## src/rtl/imm_gen_pkg.sv

```systemverilog
// Shared definitions for the immediate-generation stage: format selector codes
// and their width. The RVC formats (8-15) are built only with IMM_GEN_RVC_EN.
package imm_gen_pkg;

  localparam int IMM_OP_W = 4;

  localparam logic [IMM_OP_W-1:0] IMM_I     = 4'd0;
  localparam logic [IMM_OP_W-1:0] IMM_S     = 4'd1;
  localparam logic [IMM_OP_W-1:0] IMM_B     = 4'd2;
  localparam logic [IMM_OP_W-1:0] IMM_J     = 4'd3;
  localparam logic [IMM_OP_W-1:0] IMM_U     = 4'd4;
  localparam logic [IMM_OP_W-1:0] IMM_Z     = 4'd5;
  localparam logic [IMM_OP_W-1:0] IMM_SH    = 4'd6;
  localparam logic [IMM_OP_W-1:0] IMM_ZERO  = 4'd7;
  localparam logic [IMM_OP_W-1:0] IMM_CI    = 4'd8;
  localparam logic [IMM_OP_W-1:0] IMM_CJ    = 4'd9;
  localparam logic [IMM_OP_W-1:0] IMM_CB    = 4'd10;
  localparam logic [IMM_OP_W-1:0] IMM_CIW   = 4'd11;
  localparam logic [IMM_OP_W-1:0] IMM_CLS   = 4'd12;
  localparam logic [IMM_OP_W-1:0] IMM_CLWSP = 4'd13;
  localparam logic [IMM_OP_W-1:0] IMM_CSWSP = 4'd14;
  localparam logic [IMM_OP_W-1:0] IMM_CLUI  = 4'd15;

  // Compressed formats occupy the upper half of the selector space.
  function automatic logic imm_op_is_rvc(input logic [IMM_OP_W-1:0] op);
    return op[IMM_OP_W-1];
  endfunction

endpackage

```

## src/rtl/imm_gen_comb.sv

```systemverilog
// Pure combinational immediate decode. Everything is built 64 bits wide and
// truncated to XLEN. RVC arms exist only when IMM_GEN_RVC_EN is defined.
module imm_gen_comb
  import imm_gen_pkg::*;
#(
  parameter int XLEN = 32
) (
  input  logic [31:0]         inst,
  input  logic [IMM_OP_W-1:0] op,
  output logic [XLEN-1:0]     imm,
  output logic                err
);

  logic [63:0] wide;
  logic        unused_bits;

  always_comb begin
    wide = '0;
    err  = 1'b0;
    case (op)
      IMM_I:    wide = {{52{inst[31]}}, inst[31:20]};
      IMM_S:    wide = {{52{inst[31]}}, inst[31:25], inst[11:7]};
      IMM_B:    wide = {{51{inst[31]}}, inst[31], inst[7], inst[30:25], inst[11:8], 1'b0};
      IMM_J:    wide = {{43{inst[31]}}, inst[31], inst[19:12], inst[20], inst[30:21], 1'b0};
      IMM_U:    wide = {{32{inst[31]}}, inst[31:12], 12'b0};
      IMM_Z:    wide = {59'b0, inst[19:15]};
      // RV64 shifts take a 6-bit amount; RV32 only the low five bits.
      IMM_SH:   wide = (XLEN == 64) ? {58'b0, inst[25:20]} : {59'b0, inst[24:20]};
      IMM_ZERO: wide = '0;
`ifdef IMM_GEN_RVC_EN
      IMM_CI:    wide = {{58{inst[12]}}, inst[12], inst[6:2]};
      IMM_CJ:    wide = {{52{inst[12]}}, inst[12], inst[8], inst[10:9], inst[6], inst[7],
                         inst[2], inst[11], inst[5:3], 1'b0};
      IMM_CB:    wide = {{55{inst[12]}}, inst[12], inst[6:5], inst[2], inst[11:10],
                         inst[4:3], 1'b0};
      IMM_CIW:   wide = {54'b0, inst[10:7], inst[12:11], inst[5], inst[6], 2'b0};
      IMM_CLS:   wide = {57'b0, inst[5], inst[12:10], inst[6], 2'b0};
      IMM_CLWSP: wide = {56'b0, inst[3:2], inst[12], inst[6:4], 2'b0};
      IMM_CSWSP: wide = {56'b0, inst[8:7], inst[12:9], 2'b0};
      IMM_CLUI:  wide = {{46{inst[12]}}, inst[12], inst[6:2], 12'b0};
      default:   wide = '0;
`else
      default: begin
        wide = '0;
        err  = imm_op_is_rvc(op);
      end
`endif
    endcase
  end

  assign imm = wide[XLEN-1:0];

  // Opcode bits and the upper half of wide (XLEN=32) are intentionally unused.
  assign unused_bits = ^{wide, inst};

endmodule

```

## src/rtl/imm_gen_stage.sv

```systemverilog
// Registered immediate-generation stage with a one-entry skid buffer, flush
// and sideband tag. Optional RVC formats are enabled by IMM_GEN_RVC_EN.
module imm_gen_stage
  import imm_gen_pkg::*;
#(
  parameter int XLEN  = 32,
  parameter int TAG_W = 8
) (
  input  logic                clk,
  input  logic                rst,
  input  logic                flush,
  input  logic                in_valid,
  output logic                in_ready,
  input  logic [31:0]         in_inst,
  input  logic [IMM_OP_W-1:0] in_op,
  input  logic [TAG_W-1:0]    in_tag,
  output logic                out_valid,
  input  logic                out_ready,
  output logic [XLEN-1:0]     out_imm,
  output logic [TAG_W-1:0]    out_tag,
  output logic                out_err
);

  // Handshake: a beat moves across a port in any cycle where valid && ready
  // are both high at the rising edge. out_valid/out_imm/out_tag/out_err never
  // change while out_valid && !out_ready. in_ready is a pure register output
  // (!skid_valid) with no combinational path from out_ready.

  logic [XLEN-1:0]  dec_imm;
  logic             dec_err;

  logic             main_valid;
  logic [XLEN-1:0]  main_imm;
  logic [TAG_W-1:0] main_tag;
  logic             main_err;

  logic             skid_valid;
  logic [XLEN-1:0]  skid_imm;
  logic [TAG_W-1:0] skid_tag;
  logic             skid_err;

  logic             accept;
  logic             emit;

  imm_gen_comb #(
    .XLEN (XLEN)
  ) u_dec (
    .inst (in_inst),
    .op   (in_op),
    .imm  (dec_imm),
    .err  (dec_err)
  );

  assign in_ready  = !skid_valid;
  assign accept    = in_valid && in_ready;
  assign emit      = main_valid && out_ready;

  assign out_valid = main_valid;
  assign out_imm   = main_imm;
  assign out_tag   = main_tag;
  assign out_err   = main_err;

  always_ff @(posedge clk) begin
    if (rst) begin
      main_valid <= 1'b0;
      main_imm   <= '0;
      main_tag   <= '0;
      main_err   <= 1'b0;
      skid_valid <= 1'b0;
      skid_imm   <= '0;
      skid_tag   <= '0;
      skid_err   <= 1'b0;
    end else if (flush) begin
      main_valid <= 1'b0;
      skid_valid <= 1'b0;
    end else if (!main_valid || emit) begin
      // Main is free this cycle: the older skid beat has priority over input.
      if (skid_valid) begin
        main_valid <= 1'b1;
        main_imm   <= skid_imm;
        main_tag   <= skid_tag;
        main_err   <= skid_err;
        skid_valid <= 1'b0;
      end else if (accept) begin
        main_valid <= 1'b1;
        main_imm   <= dec_imm;
        main_tag   <= in_tag;
        main_err   <= dec_err;
      end else begin
        main_valid <= 1'b0;
      end
    end else if (accept) begin
      skid_valid <= 1'b1;
      skid_imm   <= dec_imm;
      skid_tag   <= in_tag;
      skid_err   <= dec_err;
    end
  end

endmodule

```

## config.mk

```make
export PLATFORM = sky130hd
export DESIGN_NAME = imm_gen_stage
export DESIGN_NICKNAME = d
export VERILOG_FILES = /design/src/rtl/imm_gen_pkg.sv /design/src/rtl/imm_gen_comb.sv /design/src/rtl/imm_gen_stage.sv
export SDC_FILE = /design/constraint.sdc
export NUM_CORES = 1
export LEC_CHECK = 0
export BUFFER_PORTS_ARGS = -buffer_cell sky130_fd_sc_hd__buf_2
export CAP_MARGIN = 10
export CORE_UTILIZATION = 53
export CTS_BUF_LIST = sky130_fd_sc_hd__clkbuf_16
export DETAILED_ROUTE_END_ITERATION = 10
export PLACE_DENSITY = 0.79
export SLEW_MARGIN = 20
export SYNTH_ARGS = -nofsm -noshare
export SYNTH_HDL_FRONTEND = slang
export SYNTH_SLANG_ARGS = --single-unit
```

## constraint.sdc

```tcl
create_clock -name clk -period 2 [get_ports clk]
set_input_delay 0.4 -clock clk [delete_from_list [all_inputs] [get_ports clk]]
set_output_delay 0.4 -clock clk [all_outputs]
set_load 0.01 [all_outputs]
```

==> key figures, run 1 <==
Critical path
  • Reg2Reg Depth: 5
  • Crit path max-delay cell type: or3_1
  • FF-to-FF setup slack: 0.27 ns
  • Worst-path cell chain: buf_4 > inv_2 > or3_1 > o221ai_1 > a21oi_1
  • WP buf/inv: 2
  • Crit path capture type: flop
  • CP required: 2.21 ns
  • CP arrival: just under 2 ns
  • CP delay by family, top: simple AND/OR/NAND/NOR gates
  • Slowest stage delay, CP: approximately 0.52 ns
  • Cell depth of the worst setup path: 5
  • Worst setup SP type: flop
  • CP Max Fanout: 23
  • CP Class: reg -> reg

Route
  • Drt first pass iters: 4
  • Total Wirelength: 9360 microns
  • Vias after detailed routing: approximately 3600
  • # DRC: 0
  • DR iter-0 viols: around 240
  • Number of vias per cell: 5.913
  • Average wire per standard cell: approximately 15 microns
  • Post-route ant nets: 0

Layout
  • FF/Latch Area: approximately 1700 sq um
  • Filler instances: 556
  • Fin util: 67.40%
  • Syn-to-layout area delta: 21.57%
  • Nets: around 560
  • Ant diodes: 0
  • Multi-input logic area: ~1900 sq um
  • Layout cells sized above 1: 24.85%

Logic synthesis
  • Most numerous cell in the Yosys netlist: dfxtp_1
  • Share of the synthesized area in the top cell type: ~44%
  • Synth warn: 0
  • Post-synthesis sequential area ratio: ~44%
  • Main synth FF type: dfxtp_1
  • Library cells used by synthesis: 50
  • Synthesized flop and latch total: 84
  • Synth Net Count: slightly below 500
  • Largest cells by area after synthesis: dfxtp_1 (44%), a21oi_1 (4.6%), nor2_1 (4.6%)
  • Post-synthesis cell count: roughly 440
  • Post-synth top area cell: dfxtp_1
  • Top cells by count, synth: dfxtp_1 (84), nor2_1 (46), nand2_1 (36)
  • Async SR Flop Fraction: 0%
  • Cell Area, Synth: roughly 3800 sq um
  • Syn Area/Cell: a little under 9 sq um
  • Number of synthesized flops with an enable pin: 0

Placed design
  • DP Wirelength: ~6400 microns
  • Gpl congestion: approximately 0.85
  • Port bufs: 84

Flow run
  • Max-cap check violation count: 0

Timing
  • Setup TNS: 0 ns
  • Final Hold Vio Count: 0
  • RSZ-0062 raised after global routing: no
  • Skew final: 0.003174 ns
  • Actual slew at the worst max-slew pin: roughly 0.6 ns
  • Rel. slew slack: between 50 and 60%
  • Achievable Freq: ~580 MHz
  • Setup Viol. Count Final: 0
  • Final min period: approximately 1.7 ns
  • Final worst path period share: 86.69%
  • Slew Limit Fails: 0

Power
  • Pwr Density: between 800 and 900 nW/um^2
  • Leakage Power: around 1.9 nW
  • Peak supply drop: approximately 0.00056 V
  • Final Power: 3.774 mW

Floorplanning
  • Row cnt: 30
  • Die area: ~7500 sq um
  • Die Ht: about 87 microns
  • Die Width: 86.54 microns
  • I/O pin count: between 90 and 100
  • Core area: roughly 7000 sq um
  • Initial core utilization: about 55%

CTS
  • Clock buffer depth: 2
  • Hold buffer count at cts: 0
  • Clk Latency, worst-skew pair: ~0.33 ns
  • Post-CTS sizing: 0
  • CTS tree: yes
  • CTS Buf Count: 9
  • Worst-path clk slew: 0.06 ns
  • CTS Sinks: 84
  • Total setup buffers inserted after CTS: 0
  • Root buffer cell: clkbuf_16
  • H-Tree Depth: 3

GRT
  • Vias in the first global route: 3285
  • GRT overflow: 0
  • Global-route wire length before repair: 15240 microns
  • Initial antenna violation count: 0
  • GRT Util Overall: 25.96%
  • Largest net degree at the start of global routing: 43

Run status
  • Status: completed

Worst hold path
  • Hold Crit Depth: 3
  • Type of the tightest min-delay check: in -> reg
worst register-to-register path, delay by kind of cell, from the launching register on:
family | cells | cell delay (ns)
AOI/OAI and AO/OA | 2 | 0.28
and+or+nand+nor | 1 | 0.52
DFF | 1 | 0.35
buffers and inverters | 2 | 0.46
logic make-up after synthesis:
kind of cell    count (synthesis)  synth area share [%]
buf+inv                        46                 5.583
flops                          84                 44.40
xor+xnor                        2                0.4626
mux                            17                 4.526
compound gates                143                 25.70
simple gates                  145                 19.33
per-layer routing:
| layer | share of wire (%) | vias up | track usage (%) |
|---|---|---|---|
| met5 | 0 | - | 0 |
| met4 | 1.4 | 0 | 10.30 |
| li1 | - | 1766 | - |
| met1 | 45 | 1706 | 32.97 |
| met2 | 48 | 128 | 42.93 |
| met3 | 5.9 | 13 | 5.810 |
cell type report:
type	count	area share, %
clock inverters	5	1.033
inverters	3	0.2446
repair buffers	107	13.42
multi-input cells	307	41.28
flip-flops and latches	84	36.52
well taps	96	2.609
clock buffers	9	4.891
sequential cells by signal, indices dropped and copies added, names as in the netlist:
name / flops
out_tag: 8
skid_imm: 32
skid_valid: 1
out_err: 1
skid_tag: 8
out_valid: 1
out_imm: 32
skid_err: 1
per-stage QoR:
| step | cells | hold WS (ns) | worst slack [ns] | area, sq um |
|---|---|---|---|---|
| after floorplan | 437 | 0.4319 | 0.3724 | 3787 |
| after CTS | 611 | 0.3071 | 0.2723 | 4604 |
| after detailed placement | 597 | 0.4463 | 0.1162 | 4332 |
| final | 611 | 0.3171 | 0.2661 | 4604 |
| after global placement | 597 | 0.4415 | 0.1596 | 4332 |
| after global routing | 611 | 0.3214 | 0.1474 | 4604 |
cell usage in the layout, fill, tap and decap left out, drive strengths merged, types with 2 or more instances in the layout:
cell type and n:
a32oi 8, o22a 8, nor3b 2, nor2 46
dfxtp 84, a22oi 10, a21o 10, clkinv 2
nor4 3, nand3 22, or4bb 2, nor2b 4
o22ai 5, a211oi 15, nand2b 3, a21oi 35
inv 5, clkbuf 9, or3 6, mux2i 16
a311oi 6, buf 107, a31oi 9, nor3 15
o21ai 18, nand2 36, o221ai 5, a221oi 10
power by group:
part / switching, mW / leakage [nW] / internal [mW] / total, mW
logic: 0.272 / 1.03 / 0.192 / 0.464
registers: 0.0259 / 0.683 / 1.73 / 1.75
clock network: 0.618 / 0.144 / 0.939 / 1.56
total: 0.916 / 1.86 / 2.86 / 3.77
worst paths after layout:
kind	end	from
setup / recovery	out_imm[2]$_SDFFE_PP0P_	skid_valid$_SDFFE_PP0P_
hold / removal	skid_tag[2]$_SDFFE_PP0P_	in_tag[2]
setup reg to reg	out_imm[2]$_SDFFE_PP0P_	skid_valid$_SDFFE_PP0P_
hold reg to reg	skid_imm[31]$_SDFFE_PP0P_	skid_imm[31]$_SDFFE_PP0P_
Note: power is estimated with default switching activity, not from simulation.
==> inputs of run 2 (changes only) <==
CTS_BUF_LIST = not set   (was sky130_fd_sc_hd__clkbuf_16)
==> run 2 against run 1 <==
Effect of this change: die area is the same; wire length fell by 1.5%; sequential power about the same; register-to-register slack got worse by 0.03 ns; clock skew is 0.0026 ns higher; critical path type unchanged; clock power decreased by 29%; combinational power hardly changed; global-route usage fell by 0.29 points; via count shrank 1.2%.
==> key figures, run 2 (same netlist as run 1, synthesis figures left out) <==
Critical path
  • Worst setup SP type: flop
  • Worst Setup EP: out_imm[11]$_SDFFE_PP0P_
  • CP arrival: ~2 ns
  • Worst R2R Start: skid_valid$_SDFFE_PP0P_
  • CP Class: reg -> reg
  • CP Max Fanout: 23
  • Reg2Reg Depth: 5
  • CP required: approximately 2.2 ns
  • Crit path capture type: flop
  • Crit path from: skid_valid$_SDFFE_PP0P_
  • Reg2reg end: out_imm[11]$_SDFFE_PP0P_
  • FF-to-FF setup slack: between 0.2 and 0.25 ns

CTS
  • CTS tree: yes
  • CTS Sinks: 84
  • Worst-path clk slew: 0.08 ns
  • CTS Buf Count: 9
  • Root buffer cell: clkbuf_8
  • Clk Latency, worst-skew pair: around 0.35 ns
  • Total setup buffers inserted after CTS: 0
  • Clock buffer depth: 2
  • Post-CTS sizing: 0
  • Hold buffer count at cts: 0
  • H-Tree Depth: 3

Power
  • Leakage Power: roughly 1.8 nW
  • Peak supply drop: approximately 0.00056 V
  • Final Power: approximately 3.3 mW
  • Pwr Density: 739.0 nW/um^2

Route
  • Wire length on met3: between 400 and 500 microns
  • Average wire per standard cell: around 15 microns
  • Post-route ant nets: 0
  • Number of vias per cell: ~6
  • Total Wirelength: slightly above 9000 microns
  • DR iter-0 viols: roughly 220
  • Length of routed met2 wiring: 4401 microns
  • Vias after detailed routing: about 3600
  • # DRC: 0
  • Max layer used: met4
  • M1 WL: roughly 4200 microns
  • Drt first pass iters: 4

Worst hold path
  • Type of the tightest min-delay check: in -> reg

Floorplanning
  • Initial core utilization: a little under three fifths
  • Die Width: between 80 and 90 microns
  • Row cnt: 30
  • Die area: 7488 sq um
  • Core area: ~6800 sq um
  • I/O pin count: 92
  • Die Ht: around 87 microns

GRT
  • GRT overflow: 0
  • Largest net degree at the start of global routing: between 40 and 50
  • Global-route wire length before repair: 15080 microns
  • Vias in the first global route: 3282
  • GRT Util Overall: around a quarter
  • Initial antenna violation count: 0

Timing
  • Final Hold Vio Count: 0
  • Setup Viol. Count Final: 0
  • Actual slew at the worst max-slew pin: 0.6064 ns
  • Setup TNS: 0 ns
  • Rel. slew slack: between 50% and 60%
  • Skew final: 0.005798 ns
  • Final min period: 1.759 ns
  • RSZ-0062 raised after global routing: no
  • Achievable Freq: about 570 MHz
  • Slew Limit Fails: 0
  • Final worst path period share: 87.95%

Layout
  • Syn-to-layout area delta: 18.90%
  • Layout cells sized above 1: roughly a quarter
  • Ant diodes: 0
  • Fin util: 65.92%
  • Fin area: approximately 4500 sq um
  • Nets: roughly 560
  • Most frequent cells in the layout: buf_2 (84), dfxtp_1 (84), nor2_1 (46)

Placed design
  • Gpl congestion: 0.8496
  • DP Wirelength: roughly 6400 microns
  • Cell area after placement: 4332 sq um
  • Port bufs: 84

Run status
  • Status: completed

Flow run
  • Max-cap check violation count: 0
[run 2: worst min path at each step]
stage          slack [ns]  cells after the start                   endpoint                       from
6_report             0.30                      3   skid_tag[2]$_SDFFE_PP0P_                  in_tag[2]
5_1_grt              0.29                      3   skid_tag[1]$_SDFFE_PP0P_                  in_tag[1]
3_5_place_dp         0.45                      2   skid_tag[7]$_SDFFE_PP0P_   skid_tag[7]$_SDFFE_PP0P_
3_3_place_gp         0.44                      2      skid_err$_SDFFE_PP0P_      skid_err$_SDFFE_PP0P_
4_1_cts              0.28                      3   skid_tag[2]$_SDFFE_PP0P_                  in_tag[2]
2_1_floorplan        0.43                      2  skid_imm[20]$_SDFFE_PP0P_  skid_imm[20]$_SDFFE_PP0P_
[run 2: area by class of cell]
type | count | area, sq um
Multi-Input combinational cell | 307 | 1901
Sequential cell | 84 | 1682
Clock inverter | 3 | 40.04
Timing Repair Buffer | 107 | 618.1
Tap cell | 96 | 120.1
Clock buffer | 11 | 131.4
Fill cell | 569 | 2328
Inverter | 3 | 11.26
[run 2: per-layer routing]
layer,track usage [%],vias to the layer above
li1,-,1766
met1,32.29,1674
met2,42.86,113
met3,6.095,16
met4,9.545,0
met5,0,-
[run 2: where the power goes]
group	internal (mW)	switching, mW	total, mW
registers	1.72	0.0257	1.75
clock network	0.561	0.552	1.11
logic	0.192	0.272	0.464
total	2.48	0.850	3.33
[run 2: critical path, cell delays in order (launching register included)]
cell and delay, ns:
dfxtp_1 0.36, buf_4 0.29, inv_2 0.17, or3_1 0.51, o22ai_1 0.23, nor3_1 0.07
[run 2: metrics by stage]
stage / setup slack, ns / hold slack (ns) / instances
final: 0.2410 / 0.2965 / 611
after global routing: 0.1498 / 0.2912 / 611
after CTS: 0.2465 / 0.2839 / 611
after detailed placement: 0.1162 / 0.4463 / 597
after global placement: 0.1596 / 0.4415 / 597
after floorplan: 0.3724 / 0.4319 / 437
